$ cat src/rtl/cmd_rcv.sv
// Command-link receiver: gathers UART bytes into a buffer up to a terminator,
// presents the command to a consumer, then sends a one-byte acknowledge.
module cmd_rcv #(
    parameter int          MAX_LEN = 16,
    parameter logic [7:0]  TERM    = 8'h0D,
    parameter logic [7:0]  RESP    = 8'h0A,
    parameter int          TMO_CYC = 50000
) (
    input  logic       clk,
    input  logic       rst_n,
    input  logic       rx_rdy,
    input  logic [7:0] rx_data,
    output logic       clr_rx_rdy,
    output logic       trmt,
    output logic [7:0] tx_data,
    input  logic       tx_done,
    output logic       cmd_rdy,
    output logic [4:0] cmd_len,
    input  logic [4:0] rd_addr,
    output logic [7:0] rd_data,
    input  logic       cmd_done,
    output logic       ovf,
    output logic       tmo
);

    localparam int AW = (MAX_LEN > 1) ? $clog2(MAX_LEN) : 1;
    localparam int TW = (TMO_CYC > 1) ? $clog2(TMO_CYC) : 1;

    localparam logic [4:0]    LEN_MAX  = 5'(MAX_LEN);
    localparam logic [TW-1:0] TMO_LAST = TW'(TMO_CYC - 1);

    localparam logic [2:0] ST_RCV     = 3'd0;
    localparam logic [2:0] ST_HOLD    = 3'd1;
    localparam logic [2:0] ST_RESP    = 3'd2;
    localparam logic [2:0] ST_WAIT_TX = 3'd3;
    localparam logic [2:0] ST_DISCARD = 3'd4;

    logic [2:0]    state_q,   state_d;
    logic [4:0]    wr_ptr_q,  wr_ptr_d;
    logic [4:0]    cmd_len_q, cmd_len_d;
    logic [TW-1:0] tmo_cnt_q, tmo_cnt_d;
    logic          ovf_q,     ovf_d;
    logic          tmo_q,     tmo_d;

    logic [7:0]    buf_q [MAX_LEN];
    logic          buf_we;
    logic          rx_take;
    logic          is_term;

    assign is_term = (rx_data == TERM);

    always_comb begin
        state_d   = state_q;
        wr_ptr_d  = wr_ptr_q;
        cmd_len_d = cmd_len_q;
        tmo_cnt_d = tmo_cnt_q;
        ovf_d     = 1'b0;
        tmo_d     = 1'b0;
        buf_we    = 1'b0;
        rx_take   = 1'b0;

        case (state_q)
            ST_RCV: begin
                rx_take = rx_rdy;
                if (rx_rdy) begin
                    tmo_cnt_d = '0;
                    if (!is_term) begin
                        if (wr_ptr_q < LEN_MAX) begin
                            buf_we   = 1'b1;
                            wr_ptr_d = wr_ptr_q + 5'd1;
                        end else begin
                            ovf_d    = 1'b1;
                            wr_ptr_d = 5'd0;
                            state_d  = ST_DISCARD;
                        end
                    end else if (wr_ptr_q != 5'd0) begin
                        cmd_len_d = wr_ptr_q;
                        wr_ptr_d  = 5'd0;
                        state_d   = ST_HOLD;
                    end
                end else if (wr_ptr_q != 5'd0) begin
                    // Only a partially filled frame can go stale.
                    if (tmo_cnt_q == TMO_LAST) begin
                        tmo_d     = 1'b1;
                        tmo_cnt_d = '0;
                        wr_ptr_d  = 5'd0;
                    end else begin
                        tmo_cnt_d = tmo_cnt_q + TW'(1);
                    end
                end
            end

            ST_DISCARD: begin
                rx_take = rx_rdy;
                if (rx_rdy) begin
                    tmo_cnt_d = '0;
                    if (is_term) begin
                        state_d = ST_RCV;
                    end
                end else if (tmo_cnt_q == TMO_LAST) begin
                    tmo_d     = 1'b1;
                    tmo_cnt_d = '0;
                    wr_ptr_d  = 5'd0;
                    state_d   = ST_RCV;
                end else begin
                    tmo_cnt_d = tmo_cnt_q + TW'(1);
                end
            end

            ST_HOLD: begin
                if (cmd_done) begin
                    state_d = ST_RESP;
                end
            end

            ST_RESP: begin
                state_d = ST_WAIT_TX;
            end

            ST_WAIT_TX: begin
                if (tx_done) begin
                    state_d = ST_RCV;
                end
            end

            default: begin
                state_d  = ST_RCV;
                wr_ptr_d = 5'd0;
            end
        endcase
    end

    always_ff @(posedge clk) begin
        if (!rst_n) begin
            state_q   <= ST_RCV;
            wr_ptr_q  <= 5'd0;
            cmd_len_q <= 5'd0;
            tmo_cnt_q <= '0;
            ovf_q     <= 1'b0;
            tmo_q     <= 1'b0;
        end else begin
            state_q   <= state_d;
            wr_ptr_q  <= wr_ptr_d;
            cmd_len_q <= cmd_len_d;
            tmo_cnt_q <= tmo_cnt_d;
            ovf_q     <= ovf_d;
            tmo_q     <= tmo_d;
        end
    end

    // Buffer contents are don't-care after reset, so no reset term here.
    always_ff @(posedge clk) begin
        if (rst_n && buf_we) begin
            buf_q[wr_ptr_q[AW-1:0]] <= rx_data;
        end
    end

    always_comb begin
        rd_data = 8'h00;
        if (rd_addr < cmd_len_q) begin
            rd_data = buf_q[rd_addr[AW-1:0]];
        end
    end

    // Gating with rst_n keeps a byte pending in the UART while reset is held.
    assign clr_rx_rdy = rx_take & rst_n;
    assign cmd_rdy    = (state_q == ST_HOLD);
    assign trmt       = (state_q == ST_RESP);
    assign tx_data    = RESP;
    assign cmd_len    = cmd_len_q;
    assign ovf        = ovf_q;
    assign tmo        = tmo_q;

endmodule
$ cat config.mk
export PLATFORM = sky130hd
export DESIGN_NAME = cmd_rcv
export DESIGN_NICKNAME = d
export VERILOG_FILES = /design/src/rtl/cmd_rcv.sv
export SDC_FILE = /design/constraint.sdc
export NUM_CORES = 1
export LEC_CHECK = 0
export CAP_MARGIN = 20
export CORE_ASPECT_RATIO = 1.25
export CORE_UTILIZATION = 61
export CTS_BUF_LIST = sky130_fd_sc_hd__clkbuf_2 sky130_fd_sc_hd__clkbuf_4 sky130_fd_sc_hd__clkbuf_8
export CTS_CLUSTER_SIZE = 14
export DETAILED_ROUTE_END_ITERATION = 10
export PLACE_DENSITY = 0.81
export REMOVE_ABC_BUFFERS = 1
export SETUP_SLACK_MARGIN = 0.2
export SLEW_MARGIN = 5
export SYNTH_ARGS = -nofsm -noshare
export SYNTH_HDL_FRONTEND = slang
export SYNTH_SLANG_ARGS = --single-unit
$ cat constraint.sdc
create_clock -name clk -period 3.2 [get_ports clk]
set_input_delay 0.8 -clock clk [delete_from_list [all_inputs] [get_ports clk]]
set_output_delay 0.8 -clock clk [all_outputs]
set_load 0.03 [all_outputs]
==> results of run 1 <==
routing by layer:
metal | track usage, % | up-vias | wire, um
met5 | 0 | - | 0
met4 | 8.12 | 0 | 201
met3 | 5.20 | 22 | 1040
met2 | 48.7 | 172 | 8090
met1 | 34.8 | 2093 | 5530
li1 | - | 1898 | -
where the power goes:
part	switching (mW)	internal [mW]	leakage, nW
clock network	0.699	0.799	0.193
registers	0.00865	2.24	1.40
logic	0.204	0.157	1.11
what timing repair did:
item                       4_1_cts  5_1_grt
gates resized for setup         51       11
setup endpoints to repair        8        8
gates cloned                     1        0
pin swaps                        8        6
buffers inserted                 2        0
through the flow:
step | util [%] | setup TNS (ps)
floorplan | - | 0
global placement | 69.8 | -1430
detailed placement | 69.8 | -1620
CTS | 76.0 | 0
global route | 76.4 | 0
finish | 76.4 | 0
worst paths after layout:
kind,depth (start not counted),to,slack (ps),startpoint
hold / removal,2,cmd_len[1],510,cmd_len[1]
setup reg to reg,5,buf_q[0][7],750,state_q[2]
setup / recovery,7,rd_data[3],170,rd_addr[0]
hold reg to reg,2,cmd_len[1],510,cmd_len[1]
flip-flops by register name (all words and copies together) (netlist names):
signal and count:
buf_q 128, tmo_cnt_q 16, cmd_len 5, wr_ptr_q 5, state_q 3, ovf 1, tmo 1
placed cells by master (no fill, tap or decap), types with 3 or more instances in the layout:
| master | synthesis | layout |
|---|---|---|
| xnor2_1 | 3 | 3 |
| dlygate4sd2_1 | 0 | 3 |
| clkinv_2 | 0 | 3 |
| a31oi_1 | 3 | 3 |
| conb_1 | 2 | 8 |
| nor3b_1 | 3 | 3 |
| buf_12 | 0 | 4 |
| buf_6 | 1 | 9 |
| nor2_1 | 44 | 44 |
| clkdlybuf4s50_1 | 0 | 21 |
| a21oi_1 | 18 | 9 |
| clkbuf_8 | 0 | 18 |
| nor3_1 | 5 | 5 |
| clkinvlp_4 | 0 | 5 |
| nor2b_1 | 3 | 3 |
| a22oi_2 | 0 | 13 |
| nor4b_1 | 4 | 4 |
| nand2_1 | 23 | 23 |
| dfxtp_1 | 31 | 31 |
| and3_1 | 5 | 5 |
| a22oi_1 | 17 | 4 |
| a21oi_4 | 0 | 6 |
| inv_1 | 9 | 9 |
| buf_4 | 8 | 41 |
| mux4_2 | 32 | 32 |
| or3_1 | 3 | 3 |
| xor2_1 | 5 | 5 |
| ha_1 | 9 | 8 |
| nand4_1 | 7 | 7 |
| edfxtp_1 | 128 | 128 |
| o21ai_0 | 9 | 8 |
| a21oi_2 | 2 | 5 |
| nand3_1 | 13 | 13 |
| bufinv_16 | 0 | 3 |
tightest hold or removal path: cells and delay by family (launching register included):
family	cells	cell delay, ps
AND/OR/NAND/NOR	1	60
AO/OA/AOI/OAI	1	60
flip-flops	1	340
final cells by class:
class / instances / area [sq um]
clock buffer: 20 / 263
sequential: 159 / 4460
multi-input combinational: 256 / 2280
inverter: 9 / 33.8
timing repair buffer: 82 / 801
fill: 611 / 2520
clock inverter: 11 / 143
tap: 132 / 165
cell families (layout without fill, tap and decap cells):
kind of cell	after synthesis	after routing	share of synthesized area [%]
flip-flops	159	159	66.1
AND/OR/NAND/NOR	126	126	9.56
AO/OA/AOI/OAI	69	69	7.17
buffers and inverters	41	122	3.00
multiplexers	36	36	11.3
adder cells (fa/ha/maj)	9	9	1.67
XOR/XNOR	8	8	1.04
other	2	8	0.111
==> flow_summary.yaml, run 1 <==
setup_path:
  crit_required_ps: 2400
  path_max_fanout: 8
  endpoint_kind: "primary output"
  arrival_ps: 2230
  timing_worst_setup_path_type: "input pin to primary output"
  slowest_stage: "mux4_2"
  critPathBufInv: 4
  path_cells: "buf_6 > buf_12 > buf_16 > mux4_2 > a22oi_2 > a21oi_4 > buf_6"
  crit_path_start_kind: "input pin"
  cpLargestDelayFamily: "buffers and inverters"
  slowest_delay_ps: 510
  crit_top_cell: "buf_6"
global_routing:
  antenna_found_initial: 0
  grt_pass1_vias: 4272
  grt_overflow: 0
  grt_pass1_wl_um: 22600
  grtUsageTotal_pct: 27.8
  grt_max_degree: 31
floorplanning:
  die_x_um: 96.1
  die_h_um: 120
  num_io_pins: 44
  fp.dieArea_sq_mm: 0.0115
  start_util_pct: 63.3
  rows: 42
  core_sq_mm: 0.0107
pwr:
  powerDensity_mw_per_mm2: 504
  finalPower_mw: 4.11
  power.leakage_nw: 2.70
  vdd_drop_max_mv: 0.401
layout:
  diodes: 0
  fin_cells: 669
  stdcell_area_sq_mm: 0.00815
  final_nets: 552
  area_growth_pct: 20.7
  drive_gt1_share_pct: 28.9
sta:
  finalSetupViolCount: 0
  skew_ps: 6.06
  report.final.slew_viol_count: 0
  period_share_pct: 94.7
  final-hold-violation-count: 0
  fmax_mhz: 330
  final.setup.worst_slack_ps: 170
  worst_pin_slew_ps: 608
  slew_headroom_pct: 59.4
  finalCriticalPeriod_ps: 3030
  rsz0062_at_grt: "true"
  hold_ws_ps: 510
run:
  maxCapViolCount: 0
clocking:
  clockRootBuffer: "clkbuf_8"
  cts.path.max_buffers: 2
  clk_pin_slew_ps: 80
  insertion_delay_ps: 440
  cts_buffers: 17
  ctsHoldBuffers: 0
  htree_levels: 4
  tritoncts: "yes"
  cts.sink_count: 159
yosys:
  synth_ff_type: "edfxtp_1"
  syn_area_sq_mm: 0.00675
  async_reset_ff_share_pct: 0
  ys_warn_count: 0
  yosys.area.top_type_share_pct: 56.9
  ys_ff_latch: 159
  netlist_instances: 450
  syn-mean-instance-area_sq_um: 15.0
  synth_area_leaders: "edfxtp_1 (57%), mux4_2 (11%), dfxtp_1 (9.2%), nor2_1 (2.4%), a22oi_1 (1.9%)"
  seq_area_frac_synth_pct: 66.1
  synthDistinctLibCells: 59
  synth-edff-count: 128
  synth.most_common_cell: "edfxtp_1"
  synth_common_cells: "edfxtp_1 (128), nor2_1 (44), mux4_2 (32), dfxtp_1 (31), nand2_1 (23)"
  synth_area_leader_cell: "edfxtp_1"
place:
  post-dp-hpwl_um: 9910
  placed_area_sq_mm: 0.00745
  pre_cts_ws_ps: -250
  dpl.cell_count: 635
  numPortBuffers: 35
  finalWeightedCongestion: 0.886
route:
  remaining_drc_errors: 0
  drt.antenna.violating_nets: 0
  wl_per_cell_um: 22.2
  vias_per_cell: 6.26
  drt_pass1_iterations: 6
  vias: 4185
  wirelength_um: 14900
  first_iter_violations: 239
hold_path:
  worstHoldPathType: "flip-flop to flip-flop"
run_status:
  status: "completed"
No activity file was read; power rests on OpenSTA's default activity.
==> run 2: changes to the inputs <==
--- a/config.mk
+++ b/config.mk
@@ -14,7 +14,6 @@
 export PLACE_DENSITY = 0.81
 export REMOVE_ABC_BUFFERS = 1
 export SETUP_SLACK_MARGIN = 0.2
-export SLEW_MARGIN = 5
 export SYNTH_ARGS = -nofsm -noshare
 export SYNTH_HDL_FRONTEND = slang
 export SYNTH_SLANG_ARGS = --single-unit
==> constraint.sdc (replaced) <==
create_clock -name clk -period 3.08 [get_ports clk]
set_input_delay 0.77 -clock clk [delete_from_list [all_inputs] [get_ports clk]]
set_output_delay 0.77 -clock clk [all_outputs]
set_load 0.03 [all_outputs]
==> flow_summary.yaml, run 2 (synthesis results as in run 1) <==
setup_path:
  timing_worst_setup_path_type: "input pin to primary output"
  crit_path_start_kind: "input pin"
  path_max_fanout: 8
  arrival_ps: 2220
  crit_required_ps: 2310
  endpoint_kind: "primary output"
sta:
  period_share_pct: 97.0
  rsz0062_at_grt: "true"
  skew_ps: 12.2
  final-hold-violation-count: 0
  finalCriticalPeriod_ps: 2990
  finalSetupViolCount: 0
  report.final.slew_viol_count: 0
  slew_headroom_pct: 60.7
  finalSetupTns_ps: 0
  worst_pin_slew_ps: 589
  fmax_mhz: 335
  hold_ws_ps: 526
layout:
  mostFrequentLayoutCells: "edfxtp_1 (128), nor2_1 (43), buf_4 (40)"
  diodes: 0
  drive_gt1_share_pct: 30.6
  area_growth_pct: 21.5
  layout_commonest_cell: "edfxtp_1"
  largest_register_ffs: 128
  final_nets: 554
  fin_cells: 672
  n_fill_cell: 586
place:
  post-dp-hpwl_um: 10100
  finalWeightedCongestion: 0.887
  numPortBuffers: 35
  dpl.cell_count: 637
run:
  maxCapViolCount: 0
clocking:
  tritoncts: "yes"
  clockRootBuffer: "clkbuf_8"
  clk_pin_slew_ps: 80
  htree_levels: 4
  cts_buffers: 17
  ctsHoldBuffers: 0
  insertion_delay_ps: 440
  cts.path.max_buffers: 2
  cts.sink_count: 159
pwr:
  vdd_drop_max_mv: 0.321
  powerDensity_mw_per_mm2: 528
  power.leakage_nw: 2.73
run_status:
  status: "completed"
route:
  vias_per_cell: 6.40
  wirelength_um: 16000
  first_iter_violations: 364
  drt.antenna.violating_nets: 0
  drt_pass1_iterations: 7
  wl_per_cell_um: 23.8
  vias: 4300
  remaining_drc_errors: 0
floorplanning:
  rows: 42
  core_sq_mm: 0.0107
  die_x_um: 96.1
  die_h_um: 120
  fp.dieArea_sq_mm: 0.0115
  start_util_pct: 63.3
  num_io_pins: 44
global_routing:
  grt_pass1_vias: 4319
  antenna_found_initial: 0
  grt_overflow: 0
  grt_max_degree: 31
  met2_usage_pct: 48.1
  grtUsageTotal_pct: 28.5
  grt_pass1_wl_um: 23100
  busiest_layer: "met2"
  grtUsageMet3_pct: 7.16
  use_met1_pct: 34.8
hold_path:
  worstHoldPathType: "flip-flop to flip-flop"
==> run 2: where the power goes <==
group | internal [mW] | switching, mW | total (mW)
clock | 0.834 | 0.773 | 1.61
sequential | 2.33 | 0.00922 | 2.34
combinational | 0.165 | 0.216 | 0.382
==> run 2: layer usage <==
| layer | part of all wire (%) | up-vias |
|---|---|---|
| met1 | 37 | 2123 |
| met4 | 2.6 | 0 |
| met2 | 54 | 236 |
| li1 | - | 1912 |
| met3 | 7.1 | 29 |
| met5 | 0 | - |
==> run 2: final cells by class <==
| class | instances | area [sq um] | share of cell area, % |
|---|---|---|---|
| Timing Repair Buffer | 84 | 822 | 10.0 |
| Clock inverter | 12 | 161 | 1.97 |
| Sequential cell | 159 | 4460 | 54.4 |
| Inverter | 9 | 33.8 | 0.412 |
| Multi-Input combinational cell | 256 | 2300 | 28.0 |
| Clock buffer | 20 | 256 | 3.13 |
| Tap cell | 132 | 165 | 2.01 |
==> run 2: timing repair <==
item                                    4_1_cts  5_1_grt
endpoints found under the setup margin        8        8
gates resized for setup                      48       23
setup buffers                                 0        0
gates cloned                                  1        2
pin swaps                                     6        7
==> run 2: stage by stage <==
stage          total power, mW  area, sq um  setup slack, ps  util, %
2_1_floorplan             2.55         6600              322        -
3_3_place_gp              2.70         7450             -317     69.8
3_5_place_dp              2.71         7450             -297     69.8
4_1_cts                   4.29         8080              204     75.7
5_1_grt                   4.45         8200             83.7     76.9
6_report                  4.33         8200             91.8     76.9
==> run 2: final timing paths <==
check        startpoint     endpoint  slack, ps  cells past startpoint
max          rd_addr[0]   rd_data[5]         90                      6
min          cmd_len[1]   cmd_len[1]        530                      2
max reg2reg  state_q[2]  buf_q[3][1]        660                      5
min reg2reg  cmd_len[1]   cmd_len[1]        530                      2
==> run 2: critical path, stage by stage <==
cell and delay, ps:
buf_12 110, buf_8 150, mux4_2 540, a22oi_2 350, a21oi_4 120, buf_6 160
